`src/rtl/gpio_ddr_write_sequencer_pkg.sv`:
```
`default_nettype none
// ============================================================================
// Module  : gpio_ctrl_pkg
// Brief   : Shared state encoding and DDR bank constants for the GPIO write path
// Revision: 1.0
// ============================================================================
package gpio_ctrl_pkg;

  typedef enum logic [2:0] {
    INIT_SEL = 3'd0,
    SETUP    = 3'd1,
    STROBE   = 3'd2,
    HOLD     = 3'd3,
    IDLE     = 3'd4
  } gpio_state_t;

  localparam logic [11:0] DDR_BASE_WORD  = 12'h440;
  localparam int          DDR_WORD_WIDTH = 24;
  localparam int          CNT_WIDTH      = 8;

endpackage
`default_nettype wire

```
`src/rtl/gpio_ddr_write_sequencer_if.sv`:
```
`default_nettype none
// ============================================================================
// Module  : gpio_ddr_write_sequencer_if
// Brief   : Host request and decoder write bus of the DDR write sequencer
// Revision: 1.0
// ============================================================================
interface gpio_ddr_write_sequencer_if #(
  parameter int ADDR_WIDTH = 14,
  parameter int BUS_WIDTH  = 32
);
  logic                  init_start;
  logic                  host_write;
  logic [ADDR_WIDTH-3:0] host_addr;
  logic [BUS_WIDTH-1:0]  host_data;
  logic                  host_ready;
  logic                  overrun;
  logic                  init_done;
  logic                  write_reg;
  logic [ADDR_WIDTH-3:0] busaddress;
  logic [BUS_WIDTH-1:0]  busdata_out;

  modport master (
    output init_start, host_write, host_addr, host_data,
    input  host_ready, overrun, init_done, write_reg, busaddress, busdata_out
  );

  modport slave (
    input  init_start, host_write, host_addr, host_data,
    output host_ready, overrun, init_done, write_reg, busaddress, busdata_out
  );
endinterface
`default_nettype wire

```
`src/rtl/gpio_bus_strobe_gen.sv`:
```
`default_nettype none
// ============================================================================
// Module  : gpio_bus_strobe_gen
// Brief   : Setup/strobe/hold timer producing a registered write strobe
// Revision: 1.0
// ============================================================================
module gpio_bus_strobe_gen
  import gpio_ctrl_pkg::*;
(
  input  wire                 CLOCK,
  input  wire                 reset_reg,
  input  wire                 start,
  input  wire [CNT_WIDTH-1:0] setup_cycles,
  input  wire [CNT_WIDTH-1:0] strobe_cycles,
  input  wire [CNT_WIDTH-1:0] hold_cycles,
  output logic                write_reg,
  output logic                done
);

  gpio_state_t          r_phase;
  gpio_state_t          w_phase_nxt;
  logic [CNT_WIDTH-1:0] r_cnt;
  logic [CNT_WIDTH-1:0] w_cnt_nxt;
  logic                 r_write_reg;

  always_ff @(posedge CLOCK or posedge reset_reg) begin
    if (reset_reg) begin
      r_phase     <= IDLE;
      r_cnt       <= '0;
      r_write_reg <= 1'b0;
    end else begin
      r_phase     <= w_phase_nxt;
      r_cnt       <= w_cnt_nxt;
      r_write_reg <= (w_phase_nxt == STROBE);
    end
  end

  // done marks the final HOLD cycle, so the caller moves on in step with the timer
  always_comb begin
    w_phase_nxt = r_phase;
    w_cnt_nxt   = r_cnt + 1'b1;
    done        = 1'b0;
    unique case (r_phase)
      SETUP: begin
        if (r_cnt == setup_cycles - 1'b1) begin
          w_phase_nxt = STROBE;
          w_cnt_nxt   = '0;
        end
      end
      STROBE: begin
        if (r_cnt == strobe_cycles - 1'b1) begin
          w_phase_nxt = HOLD;
          w_cnt_nxt   = '0;
        end
      end
      HOLD: begin
        if (r_cnt == hold_cycles - 1'b1) begin
          w_phase_nxt = IDLE;
          w_cnt_nxt   = '0;
          done        = 1'b1;
        end
      end
      default: begin
        w_cnt_nxt = '0;
        if (start) begin
          w_phase_nxt = SETUP;
        end
      end
    endcase
  end

  assign write_reg = r_write_reg;

endmodule
`default_nettype wire

```
`src/rtl/gpio_ddr_write_sequencer.sv`:
```
`default_nettype none
// ============================================================================
// Module  : gpio_ddr_write_sequencer
// Brief   : Loads default DDR words after reset, then forwards host writes
// Revision: 1.0
// ============================================================================
module gpio_ddr_write_sequencer
  import gpio_ctrl_pkg::*;
#(
  parameter int ADDR_WIDTH    = 14,
  parameter int BUS_WIDTH     = 32,
  parameter int NUM_IO_REG    = 6,
  parameter int STROBE_CYCLES = 4,
  parameter int SETUP_CYCLES  = 2,
  parameter int HOLD_CYCLES   = 2
) (
  input  wire                                   CLOCK,
  input  wire                                   reset_reg,
  input  wire [NUM_IO_REG*DDR_WORD_WIDTH-1:0]   def_ddr,
  gpio_ddr_write_sequencer_if.slave             bus
);

  localparam int WA    = ADDR_WIDTH - 2;
  localparam int IDX_W = (NUM_IO_REG > 1) ? $clog2(NUM_IO_REG) : 1;
  localparam logic [IDX_W-1:0] c_last_idx = IDX_W'(NUM_IO_REG - 1);

  // Top-level SETUP stands for the whole in-flight transaction; the timer splits it further
  gpio_state_t          r_state;
  gpio_state_t          w_state_nxt;
  logic [IDX_W-1:0]     r_idx;
  logic [IDX_W-1:0]     w_idx_nxt;
  logic                 r_initing;
  logic                 w_initing_nxt;
  logic                 r_init_req;
  logic                 w_init_req_nxt;
  logic                 r_init_done;
  logic                 w_init_done_nxt;
  logic                 w_load_init;
  logic                 w_take_pend;
  logic                 w_start;
  logic                 w_done;
  logic                 w_write_reg;

  logic                 r_pend_valid;
  logic [WA-1:0]        r_pend_addr;
  logic [BUS_WIDTH-1:0] r_pend_data;
  logic                 r_overrun;
  logic [WA-1:0]        r_busaddress;
  logic [BUS_WIDTH-1:0] r_busdata;

  logic [DDR_WORD_WIDTH-1:0] w_init_word;
  logic [WA-1:0]             w_init_addr;
  logic [BUS_WIDTH-1:0]      w_init_data;

  assign w_init_word = def_ddr[r_idx*DDR_WORD_WIDTH +: DDR_WORD_WIDTH];
  assign w_init_addr = WA'(DDR_BASE_WORD) + WA'(r_idx);
  assign w_init_data = {{(BUS_WIDTH-DDR_WORD_WIDTH){1'b0}}, w_init_word};

  gpio_bus_strobe_gen u_strobe (
    .CLOCK         (CLOCK),
    .reset_reg     (reset_reg),
    .start         (w_start),
    .setup_cycles  (CNT_WIDTH'(SETUP_CYCLES)),
    .strobe_cycles (CNT_WIDTH'(STROBE_CYCLES)),
    .hold_cycles   (CNT_WIDTH'(HOLD_CYCLES)),
    .write_reg     (w_write_reg),
    .done          (w_done)
  );

  always_ff @(posedge CLOCK or posedge reset_reg) begin
    if (reset_reg) begin
      r_state     <= INIT_SEL;
      r_idx       <= '0;
      r_initing   <= 1'b1;
      r_init_req  <= 1'b0;
      r_init_done <= 1'b0;
    end else begin
      r_state     <= w_state_nxt;
      r_idx       <= w_idx_nxt;
      r_initing   <= w_initing_nxt;
      r_init_req  <= w_init_req_nxt;
      r_init_done <= w_init_done_nxt;
    end
  end

  always_comb begin
    w_state_nxt     = r_state;
    w_idx_nxt       = r_idx;
    w_initing_nxt   = r_initing;
    w_init_done_nxt = r_init_done;
    w_init_req_nxt  = r_init_req | bus.init_start;
    w_load_init     = 1'b0;
    w_take_pend     = 1'b0;
    w_start         = 1'b0;
    unique case (r_state)
      INIT_SEL: begin
        w_load_init = 1'b1;
        w_start     = 1'b1;
        w_state_nxt = SETUP;
      end
      SETUP: begin
        if (w_done) begin
          if (r_initing && (r_idx != c_last_idx)) begin
            w_idx_nxt   = r_idx + 1'b1;
            w_state_nxt = INIT_SEL;
          end else begin
            if (r_initing) begin
              w_init_done_nxt = 1'b1;
            end
            w_initing_nxt = 1'b0;
            w_state_nxt   = IDLE;
          end
        end
      end
      default: begin
        if (w_init_req_nxt) begin
          w_init_req_nxt  = 1'b0;
          w_init_done_nxt = 1'b0;
          w_initing_nxt   = 1'b1;
          w_idx_nxt       = '0;
          w_state_nxt     = INIT_SEL;
        end else if (r_pend_valid) begin
          w_take_pend = 1'b1;
          w_start     = 1'b1;
          w_state_nxt = SETUP;
        end
      end
    endcase
  end

  // A write arriving as the slot drains takes the freed slot rather than overrunning
  always_ff @(posedge CLOCK or posedge reset_reg) begin
    if (reset_reg) begin
      r_pend_valid <= 1'b0;
      r_pend_addr  <= '0;
      r_pend_data  <= '0;
      r_overrun    <= 1'b0;
    end else if (bus.host_write) begin
      if (!r_pend_valid || w_take_pend) begin
        r_pend_valid <= 1'b1;
        r_pend_addr  <= bus.host_addr;
        r_pend_data  <= bus.host_data;
      end else begin
        r_overrun <= 1'b1;
      end
    end else if (w_take_pend) begin
      r_pend_valid <= 1'b0;
    end
  end

  always_ff @(posedge CLOCK or posedge reset_reg) begin
    if (reset_reg) begin
      r_busaddress <= '0;
      r_busdata    <= '0;
    end else if (w_load_init) begin
      r_busaddress <= w_init_addr;
      r_busdata    <= w_init_data;
    end else if (w_take_pend) begin
      r_busaddress <= r_pend_addr;
      r_busdata    <= r_pend_data;
    end
  end

  assign bus.write_reg   = w_write_reg;
  assign bus.busaddress  = r_busaddress;
  assign bus.busdata_out = r_busdata;
  assign bus.init_done   = r_init_done;
  assign bus.overrun     = r_overrun;
  assign bus.host_ready  = ~r_pend_valid;

endmodule
`default_nettype wire

```
`src/flat_wrapper.sv`:
```
// flat-port wrapper written by rule: the top's interface ports become plain ports
module gpio_ddr_write_sequencer_flat import gpio_ctrl_pkg::*;
#(
  parameter int ADDR_WIDTH    = 14,
  parameter int BUS_WIDTH     = 32,
  parameter int NUM_IO_REG    = 6,
  parameter int STROBE_CYCLES = 4,
  parameter int SETUP_CYCLES  = 2,
  parameter int HOLD_CYCLES   = 2
)
  (CLOCK, reset_reg, def_ddr, bus_init_start, bus_host_write, bus_host_addr, bus_host_data, bus_host_ready, bus_overrun, bus_init_done, bus_write_reg, bus_busaddress, bus_busdata_out);
  gpio_ddr_write_sequencer_if #(.ADDR_WIDTH(ADDR_WIDTH), .BUS_WIDTH(BUS_WIDTH)) bus_i ();
  input  wire CLOCK;
  input  wire reset_reg;
  input  wire [NUM_IO_REG*DDR_WORD_WIDTH-1:0] def_ddr;
  input wire logic [$bits(bus_i.init_start)-1:0] bus_init_start;
  input wire logic [$bits(bus_i.host_write)-1:0] bus_host_write;
  input wire logic [$bits(bus_i.host_addr)-1:0] bus_host_addr;
  input wire logic [$bits(bus_i.host_data)-1:0] bus_host_data;
  output wire logic [$bits(bus_i.host_ready)-1:0] bus_host_ready;
  output wire logic [$bits(bus_i.overrun)-1:0] bus_overrun;
  output wire logic [$bits(bus_i.init_done)-1:0] bus_init_done;
  output wire logic [$bits(bus_i.write_reg)-1:0] bus_write_reg;
  output wire logic [$bits(bus_i.busaddress)-1:0] bus_busaddress;
  output wire logic [$bits(bus_i.busdata_out)-1:0] bus_busdata_out;
  assign bus_i.init_start = bus_init_start;
  assign bus_i.host_write = bus_host_write;
  assign bus_i.host_addr = bus_host_addr;
  assign bus_i.host_data = bus_host_data;
  assign bus_host_ready = bus_i.host_ready;
  assign bus_overrun = bus_i.overrun;
  assign bus_init_done = bus_i.init_done;
  assign bus_write_reg = bus_i.write_reg;
  assign bus_busaddress = bus_i.busaddress;
  assign bus_busdata_out = bus_i.busdata_out;
  gpio_ddr_write_sequencer #(.ADDR_WIDTH(ADDR_WIDTH), .BUS_WIDTH(BUS_WIDTH), .NUM_IO_REG(NUM_IO_REG), .STROBE_CYCLES(STROBE_CYCLES), .SETUP_CYCLES(SETUP_CYCLES), .HOLD_CYCLES(HOLD_CYCLES)) u_core (.CLOCK(CLOCK), .reset_reg(reset_reg), .def_ddr(def_ddr), .bus(bus_i));
endmodule
```
`config.mk`:
```
export PLATFORM = sky130hd
export DESIGN_NAME = gpio_ddr_write_sequencer_flat
export DESIGN_NICKNAME = d
export VERILOG_FILES = /design/src/rtl/gpio_ddr_write_sequencer_pkg.sv /design/src/rtl/gpio_ddr_write_sequencer_if.sv /design/src/rtl/gpio_bus_strobe_gen.sv /design/src/rtl/gpio_ddr_write_sequencer.sv /design/src/flat_wrapper.sv
export SDC_FILE = /design/constraint.sdc
export NUM_CORES = 1
export LEC_CHECK = 0
export ABC_CLOCK_PERIOD_IN_PS = 4000
export CORE_ASPECT_RATIO = 0.6
export CORE_MARGIN = 2
export CORE_UTILIZATION = 40
export CTS_BUF_LIST = sky130_fd_sc_hd__clkbuf_8
export CTS_CLUSTER_DIAMETER = 30
export DETAILED_ROUTE_END_ITERATION = 8
export PLACE_DENSITY_LB_ADDON = 0.12
export REMOVE_ABC_BUFFERS = 1
export SLEW_MARGIN = 0
export SYNTH_ARGS = -nofsm -noshare
export SYNTH_HDL_FRONTEND = slang
export SYNTH_SLANG_ARGS = --single-unit
```
`constraint.sdc`:
```
create_clock -name CLOCK -period 4 [get_ports CLOCK]
set_clock_uncertainty 0.2 [all_clocks]
set_input_delay 0.8 -clock CLOCK [delete_from_list [all_inputs] [get_ports CLOCK]]
set_output_delay 0.8 -clock CLOCK [all_outputs]
set_load 0.005 [all_outputs]
```
Word level (Yosys, flattened, before mapping)
Index checks and enable logic that the tools add are counted.
{ "totals": {"ff_bits": 111, "in_bits": 192, "out_inout_bits": 48, "elab_cells": 94} }
{ "classes": {"addsub": 3, "n_mul": 1, "n_eq_ne": 13, "shift": 1, "muxes": 41, "bitwise": 4, "reduce_logical": 17} }
{ "op_table": {"columns": ["operator", "count"], "rows": [
  ["indexed part select 144 x 9 -> 24 bit", 1],
  ["2-to-1 mux 32 bit", 2],
  ["2-to-1 mux 3 bit", 11],
  ["2-to-1 mux 12 bit", 2],
  ["2-to-1 mux 1 bit", 17],
  ["2-to-1 mux 8 bit", 2],
  ["case mux 8 bit (2 select lines)", 1],
  ["adder 11 x 3 -> 12 bit, first input constant", 1],
  ["case mux 3 bit (2 select lines)", 2],
  ["equality test 3 x 2 -> 1 bit, second input constant", 3],
  ["case mux 3 bit (3 select lines)", 1],
  ["adder 8 x 1 -> 8 bit, second input constant", 1],
  ["equality test 8 x 1 -> 1 bit, second input constant", 1],
  ["equality test 8 x 2 -> 1 bit, second input constant", 1],
  ["AND reduction 2 bit", 4],
  ["AND reduction 4 bit", 2],
  ["equality test 3 x 1 -> 1 bit, second input constant", 2],
  ["inequality test 2 x 1 -> 1 bit, second input constant", 3],
  ["case mux 1 bit (2 select lines)", 3],
  ["nonzero test 2 bit", 3],
  ["multiplier 3 x 2 -> 5 bit, second input constant", 1],
  ["AND reduction 5 bit", 1],
  ["inequality test 2 bit, second input constant", 2],
  ["nonzero test 4 bit", 1],
  ["9 further kinds", 12]
]} }

Logic depth before layout (Yosys ltp)
{ "logic_depth": {"depth_word": 6, "ltp_mapped": 7, "ltp_nobuf": 6} }

By module
Synthesis repeated with hierarchy kept, for this count alone.
{ "hier_totals": {"cells_unflattened": 585, "hier_area_um2": 6516.2} }
{ "by_module_without_submodules": {"columns": ["mod", "n_inst", "cells_per_inst", "area_per_inst_um2", "seq_area_each_um2"], "rows": [
  ["gpio_ddr_write_sequencer", 1, 426, 5183.7, 2453.6],
  ["gpio_bus_strobe_gen", 1, 159, 1332.5, 301.5]
]} }

Worst setup path after synthesis
No wires, ideal clock.
{ "synth_path": {"kind": "input port to flip-flop", "from": "in bus_init_start", "to": "reg u_core.r_pend_addr[0]", "setup_time_ns": 0.125, "arrival_ns": 1.833, "t_required_ns": 3.675, "setup_slack_ns": 1.842, "cell_stages": 5, "n_path_buf": 1, "cell_sequence": "or3b_4 nand2_2 nand2_4 buf_6 mux2_4"} }
{ "synth_via": {"elab_chain_cells": 5} }
{ "synth_rtl": {"columns": ["element", "line_no", "rtl"], "rows": [
  ["start: declaration", "flat_wrapper.sv:16", "input wire logic [$bits(bus_i.init_start)-1:0] bus_init_start;"],
  ["bitwise OR 1 bit", "gpio_ddr_write_sequencer.sv:91", "w_init_req_nxt = r_init_req | bus.init_start;"],
  ["2-to-1 mux 1 bit", "gpio_ddr_write_sequencer.sv:116", "if (w_init_req_nxt) begin"],
  ["2-to-1 mux 1 bit", "gpio_ddr_write_sequencer.sv:95", "unique case (r_state)"],
  ["logical OR 1 bit", "gpio_ddr_write_sequencer.sv:139", "if (!r_pend_valid || w_take_pend) begin"],
  ["AND reduction 2 bit (no source line)", null, null],
  ["end signal: assignment", "gpio_ddr_write_sequencer.sv:141", "r_pend_addr <= bus.host_addr;"],
  ["end: declaration", "gpio_ddr_write_sequencer.sv:45", "logic [WA-1:0] r_pend_addr;"]
]} }
No other way between the ends.
A chain may end at the register's enable or synchronous reset.

Worst setup path in the final report
{ "layout_path": {"from": "in bus_init_start", "to": "reg u_core.r_pend_addr[1]"} }
The elaborated chain is that of the path after synthesis.

==> impl_metrics.yaml <==
min_path:
  worstHoldPathCells: 2
  hold_class: "reg2reg"
clocking:
  cts_sinks: 110
  clk_pin_slew_worst_paths_ns: 0.10
  postCtsHoldBufs: 0
  h-tree-depth: 3
  cts_resized: 0
  clockBufferDepth: 2
  cts_tree: "built"
  cts-root-buf: "clkbuf_8"
  clock_latency_ns: 0.36
  postCtsSetupRepairBufs: 0
  numCtsBuffers: 9
finish:
  nNetsFinal: 925
  layout_commonest_cell: "clkdlybuf4s50_1"
  final_area_mm2: 0.00858
  final_cells: 931
  nFillCells: 1217
  syn2layout_area_growth_pct: 48.1
  diodes: 0
  drive_above_1_share_pct: 15.3
  layout_common_cells: "clkdlybuf4s50_1 (239), dfrtp_1 (107), nand2_1 (83)"
synth:
  synth_top_cell_by_area: "dfrtp_1"
  synthArstFlopShare_pct: 100
  synth.area.top_cells: "dfrtp_1 (47%), mux2_4 (10%), mux4_2 (9.3%)"
  syn_avg_cell_area_um2: 11.5
  syn_area_mm2: 0.00579
  ys_warn_count: 0
  synth_edf_count: 0
  syn_inst: 504
  yosysSeqAreaShare_pct: 47.6
  synth_flop_cell: "dfrtp_1"
  synth_top_area_share_pct: 46.7
  yosys_register_bits: 110
  ys_types: 47
run:
  maxCapViolCount: 0
power_and_ir_drop:
  irDropWorstVdd_mv: 0.221
  p_seq_share_pct: 41.3
  p_int_uw: 2770
  p_per_area_mw_per_mm2: 477
  sw_frac_of_total_pct: 32.2
  p_sw_uw: 1320
  p_total_uw: 4090
  p_comb_share_pct: 40.7
  clkPwrFrac_pct: 18.0
  power_leakage_uw: 0.00375
global_routing:
  antenna_found_initial: 0
  grt_pass1_wl_um: 28300
  grt_max_degree: 60
  gr-total-overflow: 0
  grt_use_total_pct: 23.5
  grt_pass1_vias: 5163
timing:
  slew_headroom_pct: 24.6
  setup_viol: 0
  rsz0062_at_grt: "no"
  max_clock_freq_mhz: 357
  min_period_ns: 2.80
  period_share_pct: 70.0
  tightest_slew_ns: 1.13
  slew_viol_final: 0
  fin_ws_ns: 1.20
  setup_tns_ns: 0
  hold_viol_final: 0
setup_path:
  critPathKind: "in2reg"
  cp-endpoint: "u_core.r_pend_addr[1]"
  regToRegStartpoint: "u_core.r_idx[1]"
  worstPathArrival_ns: 2.85
  crit_required_ns: 4.05
  cp-start-kind: "input pin"
  cp_max_fo: 44
  worst-r2r-setup-slack_ns: 1.38
  reg2reg_to: "u_core.bus.busdata_out[3]"
  crit_path_start: "bus_init_start"
  cp-end-kind: "flop"
  r2r_cells: 4
die:
  io_pins: 240
  rows: 34
  fp.dieH_um: 97.2
  core_mm2: 0.0143
  start_util_pct: 40.4
  fp.dieArea_mm2: 0.0155
  dieWidth_um: 159
status:
  status: "completed"
routing:
  drt_iter0_markers: 311
  vias_per_cell: 5.24
  dr.pass1.iters: 4
  drc: 0
  ant_nets: 0
  wire_per_inst_um: 19.0
  vias: 4876
  routed_wl_um: 17700
placement:
  gp_congestion: 0.841
  hpwlAfterDp_um: 12600
  placed_area_mm2: 0.00836
  port_buffers: 239
  pre_cts_slack_ns: 0.842
  dp.cells: 916
## metal layers
| metal | part of all wire, % | wire (um) | vias up | track usage, % |
|---|---|---|---|---|
| met5 | 0 | 0 | - | 0 |
| met4 | 0.92 | 163 | 0 | 5.03 |
| met3 | 8.7 | 1530 | 12 | 7.90 |
| met2 | 46 | 8200 | 217 | 37.5 |
| met1 | 44 | 7760 | 2393 | 31.3 |
| li1 | - | - | 2254 | - |
## layout make-up
| class | instances | area, um^2 | area share (%) |
|---|---|---|---|
| Inverter | 6 | 25.0 | 0.292 |
| Clock buffer | 11 | 151 | 1.76 |
| Clock inverter | 4 | 71.3 | 0.831 |
| Tap cell | 198 | 248 | 2.89 |
| Timing Repair Buffer | 249 | 2480 | 28.9 |
| Sequential cell | 110 | 2760 | 32.2 |
| Multi-Input combinational cell | 353 | 2850 | 33.2 |
## cells by family (layout without fill, tap and decap cells)
family	count (synthesis)	count (layout)	share of synthesized area [%]
DFF	110	110	47.6
xor gates and xnor gates	7	7	1.06
buffers and inverters	41	270	3.59
muxes	95	95	25.2
adders and majority gates	4	4	0.864
and+or+nand+nor	153	153	12.3
AOI/OAI and AO/OA	94	94	9.42
## critical path: stages
cell and delay [ns]:
clkdlybuf4s50_1 0.48, or3b_4 0.47, nand2_2 0.12, nand2_4 0.43, mux2_4 0.49
## per-stage QoR
stage | utilization, % | hold slack, ns
4_1_cts | 59.8 | 0.281
6_report | 59.8 | 0.276
2_1_floorplan | - | 0.239
3_3_place_gp | 58.3 | 0.257
5_1_grt | 59.8 | 0.308
3_5_place_dp | 58.3 | 0.251
## Yosys cell counts (5+ instances only)
library cell  instances
inv_1                 6
mux2_4               40
o21ai_0              28
buf_2                10
mux2_2                6
nor2_1               25
a31oi_1              25
xor2_1                5
nand2_1              83
dfrtp_1             108
nand3_1              21
mux4_2               24
clkbuf_1             14
a21oi_1              29
mux2i_1              25
## power groups by stage
stage                     Combinational, uW  Sequential, uW  Clock (uW)
after global placement                 1630            1700           0
after detailed placement               1670            1710           0
after floorplan                         882            1690           0
after CTS                              1670            1690         763
final                                  1670            1690         737
after global routing                   1800            1740         808
## how the worst min path moves through the flow
| stage | startpoint | end | slack [ns] |
|---|---|---|---|
| detailed placement | u_core.r_pend_addr[7] | u_core.bus.busaddress[7] | 0.25 |
| finish | u_core.r_pend_addr[7] | u_core.bus.busaddress[7] | 0.28 |
| CTS | u_core.r_pend_addr[7] | u_core.bus.busaddress[7] | 0.28 |
| global placement | u_core.r_pend_addr[11] | u_core.bus.busaddress[11] | 0.26 |
| floorplan | u_core.r_pend_addr[11] | u_core.bus.busaddress[11] | 0.24 |
| global route | u_core.r_pend_addr[8] | u_core.bus.busaddress[8] | 0.31 |
(Power assumes the default switching activity.)
